--- config.mk ---
export PLATFORM = sky130hd
export DESIGN_NAME = fetch_unit
export DESIGN_NICKNAME = d
export VERILOG_FILES = /design/src/rtl/fetch_unit_pkg.sv /design/src/rtl/fetch_unit_fifo.sv /design/src/rtl/fetch_unit.sv
export SDC_FILE = /design/constraint.sdc
export NUM_CORES = 1
export LEC_CHECK = 0
export CORE_ASPECT_RATIO = 1.2
export CORE_MARGIN = 10
export CORE_UTILIZATION = 41
export CTS_CLUSTER_SIZE = 8
export DETAILED_ROUTE_END_ITERATION = 8
export GPL_TIMING_DRIVEN = 0
export PLACE_DENSITY = 0.76
export SYNTH_ARGS = -nofsm -noshare
export SYNTH_HDL_FRONTEND = slang
export SYNTH_SLANG_ARGS = --single-unit
export TNS_END_PERCENT = 30
--- constraint.sdc ---
create_clock -name clk -period 14.89 [get_ports clk]
set_input_delay 2.978 -clock clk [delete_from_list [all_inputs] [get_ports clk]]
set_output_delay 2.978 -clock clk [all_outputs]
set_load 0.05 [all_outputs]
--- src/rtl/fetch_unit_pkg.sv ---
// Shared definitions for the instruction fetch stage.
//   XLEN / INST_W     : address and instruction widths
//   RESET_PC_DEFAULT  : default boot address
//   fetch_state_e     : fetch controller states
//   fetch_entry_t     : one fetch-buffer entry {pc, inst}
package fetch_unit_pkg;

  localparam int XLEN   = 32;
  localparam int INST_W = 32;

  localparam logic [XLEN-1:0] RESET_PC_DEFAULT = 32'h0000_0000;

  typedef enum logic {
    S_BOOT  = 1'b0,
    S_FETCH = 1'b1
  } fetch_state_e;

  typedef struct packed {
    logic [XLEN-1:0]   pc;
    logic [INST_W-1:0] inst;
  } fetch_entry_t;

endpackage

--- src/rtl/fetch_unit_fifo.sv ---
// Small synchronous FIFO with registered storage and a combinational head.
// Used for the fetch buffer and for the outstanding-request pc-tag queue.
//   clk, reset   : clock, asynchronous active-low reset (control only)
//   push         : write push_data (ignored when full with no same-cycle pop)
//   pop          : drop the head entry (ignored when empty)
//   flush        : empty the FIFO; wins over push and pop
//   head         : current head entry, valid while count != 0
//   count        : current occupancy
module fetch_fifo #(
  parameter int DEPTH = 2,
  parameter int WIDTH = 32
) (
  input  logic                         clk,
  input  logic                         reset,
  input  logic                         push,
  input  logic [WIDTH-1:0]             push_data,
  input  logic                         pop,
  input  logic                         flush,
  output logic [WIDTH-1:0]             head,
  output logic [$clog2(DEPTH+1)-1:0]   count
);

  localparam int AW = (DEPTH > 1) ? $clog2(DEPTH) : 1;
  localparam int CW = $clog2(DEPTH+1);

  logic [WIDTH-1:0] mem [DEPTH];
  logic [AW-1:0]    rd_ptr;
  logic [AW-1:0]    wr_ptr;
  logic             do_push;
  logic             do_pop;

  // Explicit wrap so non-power-of-two depths also work.
  function automatic logic [AW-1:0] ptr_inc(input logic [AW-1:0] p);
    return (p == AW'(DEPTH-1)) ? '0 : p + 1'b1;
  endfunction

  assign do_pop  = pop && (count != '0);
  assign do_push = push && ((count != CW'(DEPTH)) || do_pop);
  assign head    = mem[rd_ptr];

  always_ff @(posedge clk or negedge reset) begin
    if (!reset) begin
      rd_ptr <= '0;
      wr_ptr <= '0;
      count  <= '0;
    end else if (flush) begin
      rd_ptr <= '0;
      wr_ptr <= '0;
      count  <= '0;
    end else begin
      if (do_pop)  rd_ptr <= ptr_inc(rd_ptr);
      if (do_push) wr_ptr <= ptr_inc(wr_ptr);
      if (do_push && !do_pop)      count <= count + 1'b1;
      else if (do_pop && !do_push) count <= count - 1'b1;
    end
  end

  // Storage carries no reset; the head is only meaningful while count != 0.
  always_ff @(posedge clk) begin
    if (do_push && !flush) mem[wr_ptr] <= push_data;
  end

endmodule

--- src/rtl/fetch_unit.sv ---
// Instruction fetch stage feeding the decode controller.
// Owns the PC, issues in-order word reads to instruction memory, buffers the
// returned words with their PCs and hands them to decode. Redirects flush the
// buffer and mark every in-flight response as stale.
//   clk, reset                    : clock, asynchronous active-low reset
//   imem_req_valid/ready/addr     : read request channel (valid/ready)
//   imem_rsp_valid/data           : in-order read response (valid only)
//   inst_valid/ready, inst, inst_pc : decode handshake, buffer head
//   redirect, redirect_pc         : restart fetch at redirect_pc (word aligned)
//   flushing                      : stale responses still to be dropped
module fetch_unit
  import fetch_unit_pkg::*;
#(
  parameter logic [XLEN-1:0] RESET_PC  = RESET_PC_DEFAULT,
  parameter int              DEPTH     = 2,
  parameter int              MAX_OUTST = 2
) (
  input  logic              clk,
  input  logic              reset,
  output logic              imem_req_valid,
  input  logic              imem_req_ready,
  output logic [XLEN-1:0]   imem_req_addr,
  input  logic              imem_rsp_valid,
  input  logic [INST_W-1:0] imem_rsp_data,
  output logic              inst_valid,
  input  logic              inst_ready,
  output logic [INST_W-1:0] inst,
  output logic [XLEN-1:0]   inst_pc,
  input  logic              redirect,
  input  logic [XLEN-1:0]   redirect_pc,
  output logic              flushing
);

  localparam int OW = $clog2(MAX_OUTST+1);
  localparam int CW = $clog2(DEPTH+1);

  fetch_state_e    state_q;
  fetch_state_e    state_d;
  logic [XLEN-1:0] pc;
  logic [OW-1:0]   outst;
  logic [OW-1:0]   outst_next;
  logic [OW-1:0]   drop;
  logic [CW-1:0]   occ;
  logic [OW-1:0]   tag_count;
  logic [XLEN-1:0] tag_head;
  fetch_entry_t    buf_head;
  fetch_entry_t    buf_push_data;
  logic            req_fire;
  logic            rsp_fire;
  logic            buf_push;
  logic            buf_pop;
  logic            unused_rpc_bits;

  assign unused_rpc_bits = ^redirect_pc[1:0];

  // Next state and request valid. The occupancy term reserves one buffer
  // slot per live (non-stale) outstanding request, so a response always has
  // room and a raised request cannot be withdrawn except by redirect.
  always_comb begin
    state_d        = state_q;
    imem_req_valid = 1'b0;
    case (state_q)
      S_BOOT:  state_d = S_FETCH;
      S_FETCH: begin
        if (!redirect && (int'(outst) < MAX_OUTST) &&
            ((int'(occ) + int'(outst) - int'(drop)) < DEPTH))
          imem_req_valid = 1'b1;
      end
      default: state_d = S_BOOT;
    endcase
  end

  assign imem_req_addr = pc;
  assign req_fire      = imem_req_valid && imem_req_ready;
  assign rsp_fire      = imem_rsp_valid && (outst != '0);

  always_comb begin
    outst_next = outst;
    if (req_fire && !rsp_fire)      outst_next = outst + 1'b1;
    else if (!req_fire && rsp_fire) outst_next = outst - 1'b1;
  end

  // A response in a redirect cycle is already wrong-path, so it is not pushed.
  assign buf_push      = rsp_fire && (drop == '0) && !redirect;
  assign buf_pop       = inst_valid && inst_ready;
  assign buf_push_data = '{pc: tag_head, inst: imem_rsp_data};

  // ---- control state register ----
  always_ff @(posedge clk or negedge reset) begin
    if (!reset) begin
      state_q <= S_BOOT;
      pc      <= RESET_PC;
      outst   <= '0;
      drop    <= '0;
    end else begin
      state_q <= state_d;
      outst   <= outst_next;
      if (redirect) begin
        pc   <= {redirect_pc[XLEN-1:2], 2'b00};
        drop <= outst_next;
      end else begin
        if (req_fire) pc <= pc + 32'd4;
        if (rsp_fire && (drop != '0)) drop <= drop - 1'b1;
      end
    end
  end

  fetch_fifo #(
    .DEPTH (MAX_OUTST),
    .WIDTH (XLEN)
  ) u_tag_fifo (
    .clk       (clk),
    .reset     (reset),
    .push      (req_fire),
    .push_data (pc),
    .pop       (rsp_fire),
    .flush     (1'b0),
    .head      (tag_head),
    .count     (tag_count)
  );

  fetch_fifo #(
    .DEPTH (DEPTH),
    .WIDTH ($bits(fetch_entry_t))
  ) u_buf_fifo (
    .clk       (clk),
    .reset     (reset),
    .push      (buf_push),
    .push_data (buf_push_data),
    .pop       (buf_pop),
    .flush     (redirect),
    .head      (buf_head),
    .count     (occ)
  );

  assign inst_valid = (occ != '0);
  assign inst       = inst_valid ? buf_head.inst : '0;
  assign inst_pc    = inst_valid ? buf_head.pc   : '0;
  assign flushing   = (drop != '0);

  a_rsp_with_outst: assert property (@(posedge clk) disable iff (!reset)
    imem_rsp_valid |-> (outst != '0));

  a_tag_tracks_outst: assert property (@(posedge clk) disable iff (!reset)
    tag_count == outst);

endmodule
; Yosys cells after proc, flatten, opt, wreduce, memory -nomap -nowiden
; Memories as Yosys holds them, arrays and structs flattened.
; Index checks and enable logic that the tools add are counted.
; W data, S select, Z words.
[totals]
register_bits = 45
mem_bits_rw = 192
inputBits = 70
output_inout_bits = 99
word_cells = 96
n_memories = 2
[mem_list]
columns = memory, depth, word_bits, read_ports, rd_ports_with_merged_regs, wr, line
row1 = u_buf_fifo.mem, 2, 64, 1, 0, 1, fetch_unit_fifo.sv:26  ; logic [WIDTH-1:0] mem [DEPTH];
row2 = u_tag_fifo.mem, 2, 32, 1, 0, 1, fetch_unit_fifo.sv:26
[classes]
add_sub_neg = 14
n_lt_le_gt_ge = 2
n_eq_ne = 2
mux = 27
n_reduce_logical = 39
[op_table]
columns = op, n
row1 = $mux W32, 4
row2 = $add A32 B3 Y32 const B, 1
row3 = $logic_and A1 B1 Y1, 19
row4 = $mux W2, 9
row5 = $reduce_bool A2 Y1, 9
row6 = $mux W1, 14
row7 = $sub A2 B1 Y2 const B, 4
row8 = $logic_not A1 Y1, 7
row9 = $add A2 B1 Y2 const B, 3
row10 = $add A1 B1 Y1 const B, 4
row11 = $lt A4 B3 Y1 const B, 1
row12 = $ne A2 B2 Y1 const B, 2
row13 = $sub A3 B2 Y4, 1
row14 = $add A2 B2 Y3, 1
row15 = $reduce_bool A3 Y1, 1
row16 = $logic_not A2 Y1, 1
row17 = $logic_or A1 B1 Y1, 2
row18 = $lt A2 B2 Y1 const B, 1

; Longest topological paths before layout
; Gate-level depths: netlist of run 1.
[logic_depth]
depth_word = 12
depth_mapped = 12
depth_no_buf = 12

; Modules after synthesis
; A second synthesis of run 1 with hierarchy kept.
[unflattened]
cells_unflattened = 682
hier_area_um2 = 10094.7
[by_module_without_submodules]
columns = mod, n_inst, cells_per_inst, area_each_um2, seq_area_each_um2
row1 = fetch_fifo at u_buf_fifo, 1, 223, 4830.9, 3943.8
row2 = fetch_unit, 1, 335, 2723.9, 875.8
row3 = fetch_fifo at u_tag_fifo, 1, 124, 2539.9, 2021.9

; Least setup slack after synthesis of run 1
; No wires, ideal clock.
[synth_path]
path_kind = input-to-reg
start = input imem_rsp_valid
end = memory u_buf_fifo.mem[1][0] in the netlist's numbering, enable pin
setup_time_ps = 571
arrival_time_ps = 8039
required_ps = 14319
setup_slack_ps = 6280
stages = 4
n_path_buf = 0
path_cell_list = nand2b_1 nor2_1 o31ai_1 nor3b_1
[synth_via]
elab_chain_cells = 7
[synth_lines]
columns = item, line
row1 = from (decl), fetch_unit.sv:23  ; input logic imem_rsp_valid,
row2 = $logic_and A1 B1 Y1, fetch_unit.sv:75  ; assign rsp_fire = imem_rsp_valid && (outst != '0);
row3 = $logic_and A1 B1 Y1 (2 in a row), fetch_unit.sv:84  ; assign buf_push = rsp_fire && (drop == '0) && !redirect;
row4 = $logic_and A1 B1 Y1, fetch_unit_fifo.sv:38  ; assign do_push = push && ((count != CW'(DEPTH)) || do_pop);
row5 = $logic_and A1 B1 Y1, fetch_unit_fifo.sv:60  ; if (do_push && !flush) mem[wr_ptr] <= push_data;
row6 = $mux W1, fetch_unit_fifo.sv:60
row7 = $mux W1 (not written as such), fetch_unit_fifo.sv:60
row8 = to (decl), fetch_unit_fifo.sv:26
; Every way passes these cells.

; Worst setup path after layout of run 1
[layout_path]
start = input redirect
end = output imem_req_valid
[layout_via]
elab_chain_cells = 5
[layout_lines]
columns = item, line
row1 = from (decl), fetch_unit.sv:29  ; input logic redirect,
row2 = $logic_not A1 Y1, fetch_unit.sv:65  ; if (!redirect && (int'(outst) < MAX_OUTST) &&
row3 = $logic_and A1 B1 Y1 (2 in a row), fetch_unit.sv:65
row4 = $mux W1, fetch_unit.sv:65
row5 = $mux W1, fetch_unit.sv:62  ; case (state_q)
row6 = to (decl), fetch_unit.sv:20  ; output logic imem_req_valid,
; Every way passes these cells.

==> out/metrics.yaml, run 1 <==
run_status:
  status: "complete, no violations"
final_layout:
  fill_cells: 1819
  drive_above_1_share_pct: 10.8
  post-route-util_pct: 55.8
  multi_input_area_um2: 2660
  area_growth_pct: 33.2
  antenna_cells: 0
  final_cell_mix: "184 x edfxtp_1, 160 x clkdlybuf4s50_1, 80 x nor2_1"
  nNetsFinal: 953
  instances_no_fill: 1206
  mostFrequentLayoutCell: "edfxtp_1"
  area.sequential_um2: 6600
yosys:
  ys_types: 52
  synth_edf_count: 184
  synth_cells: 662
  async_flop_share_pct: 18.9
  synth.avg_cell_area_um2: 14.3
  syn-cell-area_um2: 9470
  synth_warnings: 0
  ys.flop_type: "edfxtp_1"
  ys_seq_elements: 227
  yosysSeqAreaShare_pct: 69.7
worst_setup_path:
  rr_worst_depth: 9
  critPathLaunchType: "input pin"
  worstReg2RegStart: "outst[1]$_DFF_PN0_"
  cp-end-kind: "output pin"
  reg2reg_slack_ns: 10.83
  cp.arrival_ns: 4.88
  timing.rr.end: "u_tag_fifo.mem[0][26]$_DFFE_PP_"
  worstPathMaxFanout: 10
  path_class: "in -> out"
  worstPathRequired_ns: 11.91
global_routing:
  grt_usage_pct: 14.8
  grt_antenna_before_repair: 0
  grt_start_max_net_pins: 35
  grt_pass1_vias: 6173
  grt_first_pass_wirelength_mm: 34.9
  gr-total-overflow: 0
clock_network:
  htree_levels: 2
  postCtsSetupRepairBufs: 0
  numCtsBuffers: 34
  clock-sinks: 227
  clkSlewWorstSetupHoldPaths_ns: 0.05
  post_cts_resized: 0
  clk_path_buf_depth: 3
  cts-root-buf: "clkbuf_16"
  hold_buffers: 0
  cts_tree: "built"
  clock_latency_ns: 0.48
timing:
  report.final.slew_viol_count: 0
  fin_setup_tns_ns: 0
  max_freq_mhz: 127
  timing.final.ws_setup_ns: 7.04
  finalHoldViolations: 0
  fin_skew_ns: 0.0175
  setup_viol: 0
  tightest_slew_ns: 1.23
  min_period_ns: 7.85
  fin_hold_ws_ns: 0.492
  slew_headroom_pct: 17.6
  rsz0062_at_grt: "no"
  period_share_pct: 52.7
placed_design:
  port_buffers: 161
  place.gp.congestion: 0.849
  place_ws_ns: 7.11
  dp.cells: 1149
  dp_hpwl_mm: 16.5
power:
  ir_drop_mv: 0.0859
  combPwrFrac_pct: 23.4
  intPower_w: 0.00137
  power_frac_seq_pct: 41.6
  p_switching_w: 0.000574
  clock_power_share_pct: 35.0
  leakagePower_nw: 4.31
  p_sw_share_pct: 29.5
  power_per_cell_area_nw_per_um2: 154
floorplanning:
  ios: 169
  die_h_um: 186
  die_x_um: 159
  core_um2: 22600
  initial_utilization_pct: 41.9
  die_area_um2: 29600
  std_cell_rows: 60
route:
  first_iter_violations: 408
  via_count: 6110
  routedWlPerCell_um: 18.8
  wirelength_mm: 22.7
  first_pass_iters: 5
  vias_per_cell: 5.07
  ant_nets: 0
  drc: 0
min_path:
  min_path_cells: 1
  hp-start: "u_tag_fifo.count[1]$_DFFE_PN0P_"
  holdPathEnd: "u_tag_fifo.count[1]$_DFFE_PN0P_"
  holdCritPathClass: "reg -> reg"
run:
  maxCapViolCount: 0
critical path, stage by stage:
cell and delay [ns]:
buf_6 0.12, nor4bb_1 0.43, a32oi_1 0.31, nor2_1 0.21, clkdlybuf4s50_1 0.83
worst max path at each step:
stage,from,endpoint,slack [ns],depth (start not counted)
floorplan,imem_rsp_valid,u_buf_fifo.mem[1][0]$_DFFE_PP_,6.28,4
global placement,imem_rsp_valid,u_buf_fifo.mem[1][14]$_DFFE_PP_,3.17,5
detailed placement,redirect,imem_req_valid,7.11,5
CTS,redirect,imem_req_valid,7.09,5
global route,redirect,imem_req_valid,6.95,5
finish,redirect,imem_req_valid,7.04,5
synth_stat cells (3+ instances only):
library cell	instances	area (µm²)
or3_1	4	25.0
and2_1	3	18.8
o21ai_0	20	100
mux2i_1	63	631
nand2_1	35	131
nor2b_1	3	18.8
inv_1	24	90.1
nand4_1	5	31.3
xor2_1	8	70.1
mux2_2	31	349
o31a_1	5	43.8
clkbuf_1	15	56.3
a21o_1	6	45.0
dfrtp_1	43	1080
a21oi_1	14	70.1
ha_1	6	75.1
and3_1	4	25.0
nor3_1	15	75.1
buf_1	7	26.3
a221o_1	10	100
nor2_1	80	300
nor3b_1	3	22.5
edfxtp_1	184	5530
xnor2_1	9	78.8
nor4_1	5	31.3
buf_4	4	30.0
o211ai_1	5	37.5
nand3_1	15	75.1
nand3b_1	3	22.5
nand2b_1	4	25.0
per-stage QoR:
stage | instance area (µm²) | total power, W
3_5_place_dp | 11600 | 0.00128
4_1_cts | 12600 | 0.00196
6_report | 12600 | 0.00195
5_1_grt | 12600 | 0.00204
3_3_place_gp | 11500 | 0.00126
2_1_floorplan | 9480 | 0.00111
kinds of logic (layout without fill, tap and decap cells):
kind of cell / count (synthesis) / after routing / share of synthesized area, %
flip-flops: 227 / 227 / 69.7
multiplexers: 94 / 94 / 10.3
adder cells (fa/ha/maj): 8 / 8 / 1.22
XOR/XNOR: 17 / 17 / 1.57
AND/OR/NAND/NOR: 187 / 187 / 9.25
other: 2 / 5 / 0.0793
AO/OA/AOI/OAI: 73 / 73 / 5.31
buffers and inverters: 54 / 285 / 2.48
layout make-up:
type                            instances  share of cell area (%)
Inverter                               24                   0.714
Clock buffer                           55                    7.62
Timing Repair Buffer                  174                    13.9
Tap cell                              310                    3.08
Sequential cell                       227                    52.3
Multi-Input combinational cell        384                    21.1
Clock inverter                          2                  0.0992
Buffer                                 30                    1.15
state kept, by name, indices dropped and copies added (netlist names):
name,count
u_buf_fifo.mem,124
u_tag_fifo.mem,60
imem_req_addr,30
drop,2
outst,2
u_buf_fifo.count,2
u_tag_fifo.count,2
state_q,1
u_buf_fifo.rd_ptr,1
u_buf_fifo.wr_ptr,1
u_tag_fifo.rd_ptr,1
u_tag_fifo.wr_ptr,1
power by group through the flow:
stage / clock network [W] / registers (W) / logic (W)
after floorplan: 0 / 0.000849 / 0.000265
after global placement: 0 / 0.000819 / 0.000439
after detailed placement: 0 / 0.000819 / 0.000456
after CTS: 0.000696 / 0.000808 / 0.000460
after global routing: 0.000732 / 0.000814 / 0.000492
final: 0.000681 / 0.000809 / 0.000455
per-layer routing:
metal | GRT usage (%) | routed length (µm) | up-vias
li1 | - | - | 2876
met1 | 16.5 | 8660 | 2950
met2 | 26.7 | 11900 | 238
met3 | 3.91 | 1530 | 46
met4 | 5.30 | 595 | 0
met5 | 0 | 0 | -
Power figures use the tool's default switching activity.
==> run 2: changes to the inputs <==
==> constraint.sdc (replaced) <==
create_clock -name clk -period 8 [get_ports clk]
set_input_delay 1.6 -clock clk [delete_from_list [all_inputs] [get_ports clk]]
set_output_delay 1.6 -clock clk [all_outputs]
set_load 0.05 [all_outputs]
==> results of run 2 <==
Same layout as run 1 (identical final DEF). Status: complete, no violations.
Among the figures that moved: setup slack after placement 7.11 ns -> 2.98 ns; setup slack after layout 7.04 ns -> 2.77 ns; start point of the critical path redirect -> outst[1]$_DFF_PN0_; register-to-register setup slack 10.83 ns -> 3.94 ns; total power 0.00195 W -> 0.00362 W; worst IR drop on VDD 0.0859 mV -> 0.160 mV
==> run 3: changes to the inputs <==
==> constraint.sdc (replaced) <==
create_clock -name clk -period 5.28 [get_ports clk]
set_input_delay 1.056 -clock clk [delete_from_list [all_inputs] [get_ports clk]]
set_output_delay 1.056 -clock clk [all_outputs]
set_load 0.05 [all_outputs]
==> run 3 against run 2 <==
Against the previous run: final cell count decreased by 0.83%; clock skew barely moved; utilization decreased by 0.13 points; die area did not move; setup slack got worse by 2.2 ns; critical path type unchanged; routed wire length up 3.2%; first-iteration DRC count increased by 30%; critical path depth decreased by 1; sequential power up 51%; clock power increased by 49%; worst hold slack improved by 0.0027 ns; total power is 51% higher.
==> out/metrics.yaml, run 3 (synthesized netlist as in run 1, its figures left out) <==
run_status:
  status: "complete, no violations"
timing:
  min_period_ns: 4.74
  finalHoldViolations: 0
  report.final.slew_viol_count: 0
  tightest_slew_ns: 1.28
  rsz0062_at_grt: "no"
  fin_skew_ns: 0.0177
  fin_setup_tns_ns: 0
  slew_headroom_pct: 14.7
  fin_hold_ws_ns: 0.495
  max_freq_mhz: 211
  period_share_pct: 89.8
  setup_viol: 0
route:
  first_pass_iters: 5
  met2WireLength_mm: 12.2
  drc: 0
  first_iter_violations: 532
  wl_met3_mm: 1.31
  vias_per_cell: 5.13
  ant_nets: 0
  wirelength_mm: 23.4
  wl_met1_mm: 9.10
  via_count: 6133
  routedWlPerCell_um: 19.5
  highest_layer: "met4"
power:
  power_per_cell_area_nw_per_um2: 435
  leakagePower_nw: 4.29
  ir_drop_mv: 0.256
worst_setup_path:
  critPathSlowestCell: "clkdlybuf4s50_1"
  cp-end-kind: "output pin"
  worstPathRequired_ns: 4.22
  worstPathMaxFanout: 7
  crit_top_cell: "fa_1"
  max_stage_delay_ns: 0.74
  critPathLaunchType: "register"
  cp.arrival_ns: 3.69
  path_class: "reg -> out"
  path_cells: "inv_1 > fa_1 > fa_1 > xor2_1 > a32oi_1 > nor2_1 > clkdlybuf4s50_1"
floorplanning:
  core_um2: 22600
  initial_utilization_pct: 41.9
  die_h_um: 186
  die_x_um: 159
  std_cell_rows: 60
  die_area_um2: 29600
  ios: 169
final_layout:
  area.sequential_um2: 6600
  largest_register_ffs: 124
  post-route-util_pct: 55.7
  top_register: "u_buf_fifo.mem"
  nNetsFinal: 950
  mostFrequentLayoutCell: "edfxtp_1"
  drive_above_1_share_pct: 10.6
  multi_input_area_um2: 2670
  final_cell_mix: "184 x edfxtp_1, 160 x clkdlybuf4s50_1, 80 x nor2_1"
  instances_no_fill: 1196
  area_growth_pct: 32.9
  stdcell_area_um2: 12600
  fill_cells: 1820
  antenna_cells: 0
global_routing:
  gr-total-overflow: 0
  grt_antenna_before_repair: 0
  grt_usage_pct: 15.5
  grt_first_pass_wirelength_mm: 36.9
  grt_pass1_vias: 6424
  grt_start_max_net_pins: 31
min_path:
  holdCritPathClass: "in -> async"
placed_design:
  dp.cells: 1146
  placed_cell_area_um2: 11600
  dp_hpwl_mm: 17.0
  port_buffers: 161
  place.gp.congestion: 0.911
clock_network:
  postCtsSetupRepairBufs: 0
  cts_tree: "built"
  htree_levels: 2
  hold_buffers: 0
  clock-sinks: 227
  post_cts_resized: 0
  cts-root-buf: "clkbuf_16"
  clock_latency_ns: 0.49
  numCtsBuffers: 34
  clk_path_buf_depth: 3
  clkSlewWorstSetupHoldPaths_ns: 0.05
run:
  maxCapViolCount: 0
[run 3: cell types whose count changed in the layout (fill, tap and decap cells not counted)]
cell        before  now
nor3b_4          0    1
nor3b_2          1    0
clkbuf_1        34   28
buf_8            0    2
clkinv_1         1    0
buf_16           0    1
clkinvlp_4       0    1
buf_4            6    4
buf_6           12    8
clkbuf_8         1    0
[run 3: worst max-delay path: cells and delay by family (launching register included)]
kind | cells | cell delay [ns]
xor+xnor | 1 | 0.17
compound gates | 1 | 0.65
fa+ha+maj | 2 | 0.98
flops | 1 | 0.41
simple gates | 1 | 0.13
buf+inv | 2 | 0.85
[run 3: final timing paths]
| kind | slack, ns | depth (start not counted) | start | endpoint |
|---|---|---|---|---|
| worst max-delay path | 0.54 | 7 | outst[1]$_DFF_PN0_ | imem_req_valid |
| worst min-delay path | 0.49 | 1 | reset | outst[1]$_DFF_PN0_ |
| worst max register to register | 1.21 | 9 | outst[1]$_DFF_PN0_ | u_tag_fifo.mem[0][26]$_DFFE_PP_ |
| worst min register to register | 0.50 | 1 | u_tag_fifo.count[1]$_DFFE_PN0P_ | u_tag_fifo.count[1]$_DFFE_PN0P_ |
| max in group asynchronous | 4.28 | 2 | reset | imem_req_addr[31]$_DFFE_PN0P_ |
| min in group clk | 0.50 | 1 | u_tag_fifo.count[1]$_DFFE_PN0P_ | u_tag_fifo.count[1]$_DFFE_PN0P_ |
[run 3: through the flow]
step / setup WS (ns) / power [W]
floorplan: -1.05 / 0.00314
global placement: -4.43 / 0.00355
detailed placement: 1.13 / 0.00361
CTS: 0.590 / 0.00553
global route: 0.409 / 0.00572
finish: 0.539 / 0.00548
[run 3: per-layer routing]
layer	vias up	GRT usage, %
met5	-	0
met4	0	6.12
met3	51	3.63
met2	218	27.1
met1	2989	17.9
li1	2875	-
[run 3: final cells by class]
cell class              count  share of cell area (%)
well taps                 310                    3.08
flip-flops and latches    227                    52.5
inverters                  24                   0.716
multi-input cells         384                    21.2
clock buffers              48                    7.35
repair buffers            171                    13.9
plain buffers              30                    1.15
clock inverters             2                   0.129
[run 3: report_power, final]
| group | leakage [nW] | internal [W] | switching [W] |
|---|---|---|---|
| sequential | 2.18 | 0.00215 | 0.000128 |
| combinational | 1.66 | 0.000495 | 0.000809 |
| clock | 0.451 | 0.00120 | 0.000696 |
| total | 4.29 | 0.00384 | 0.00163 |
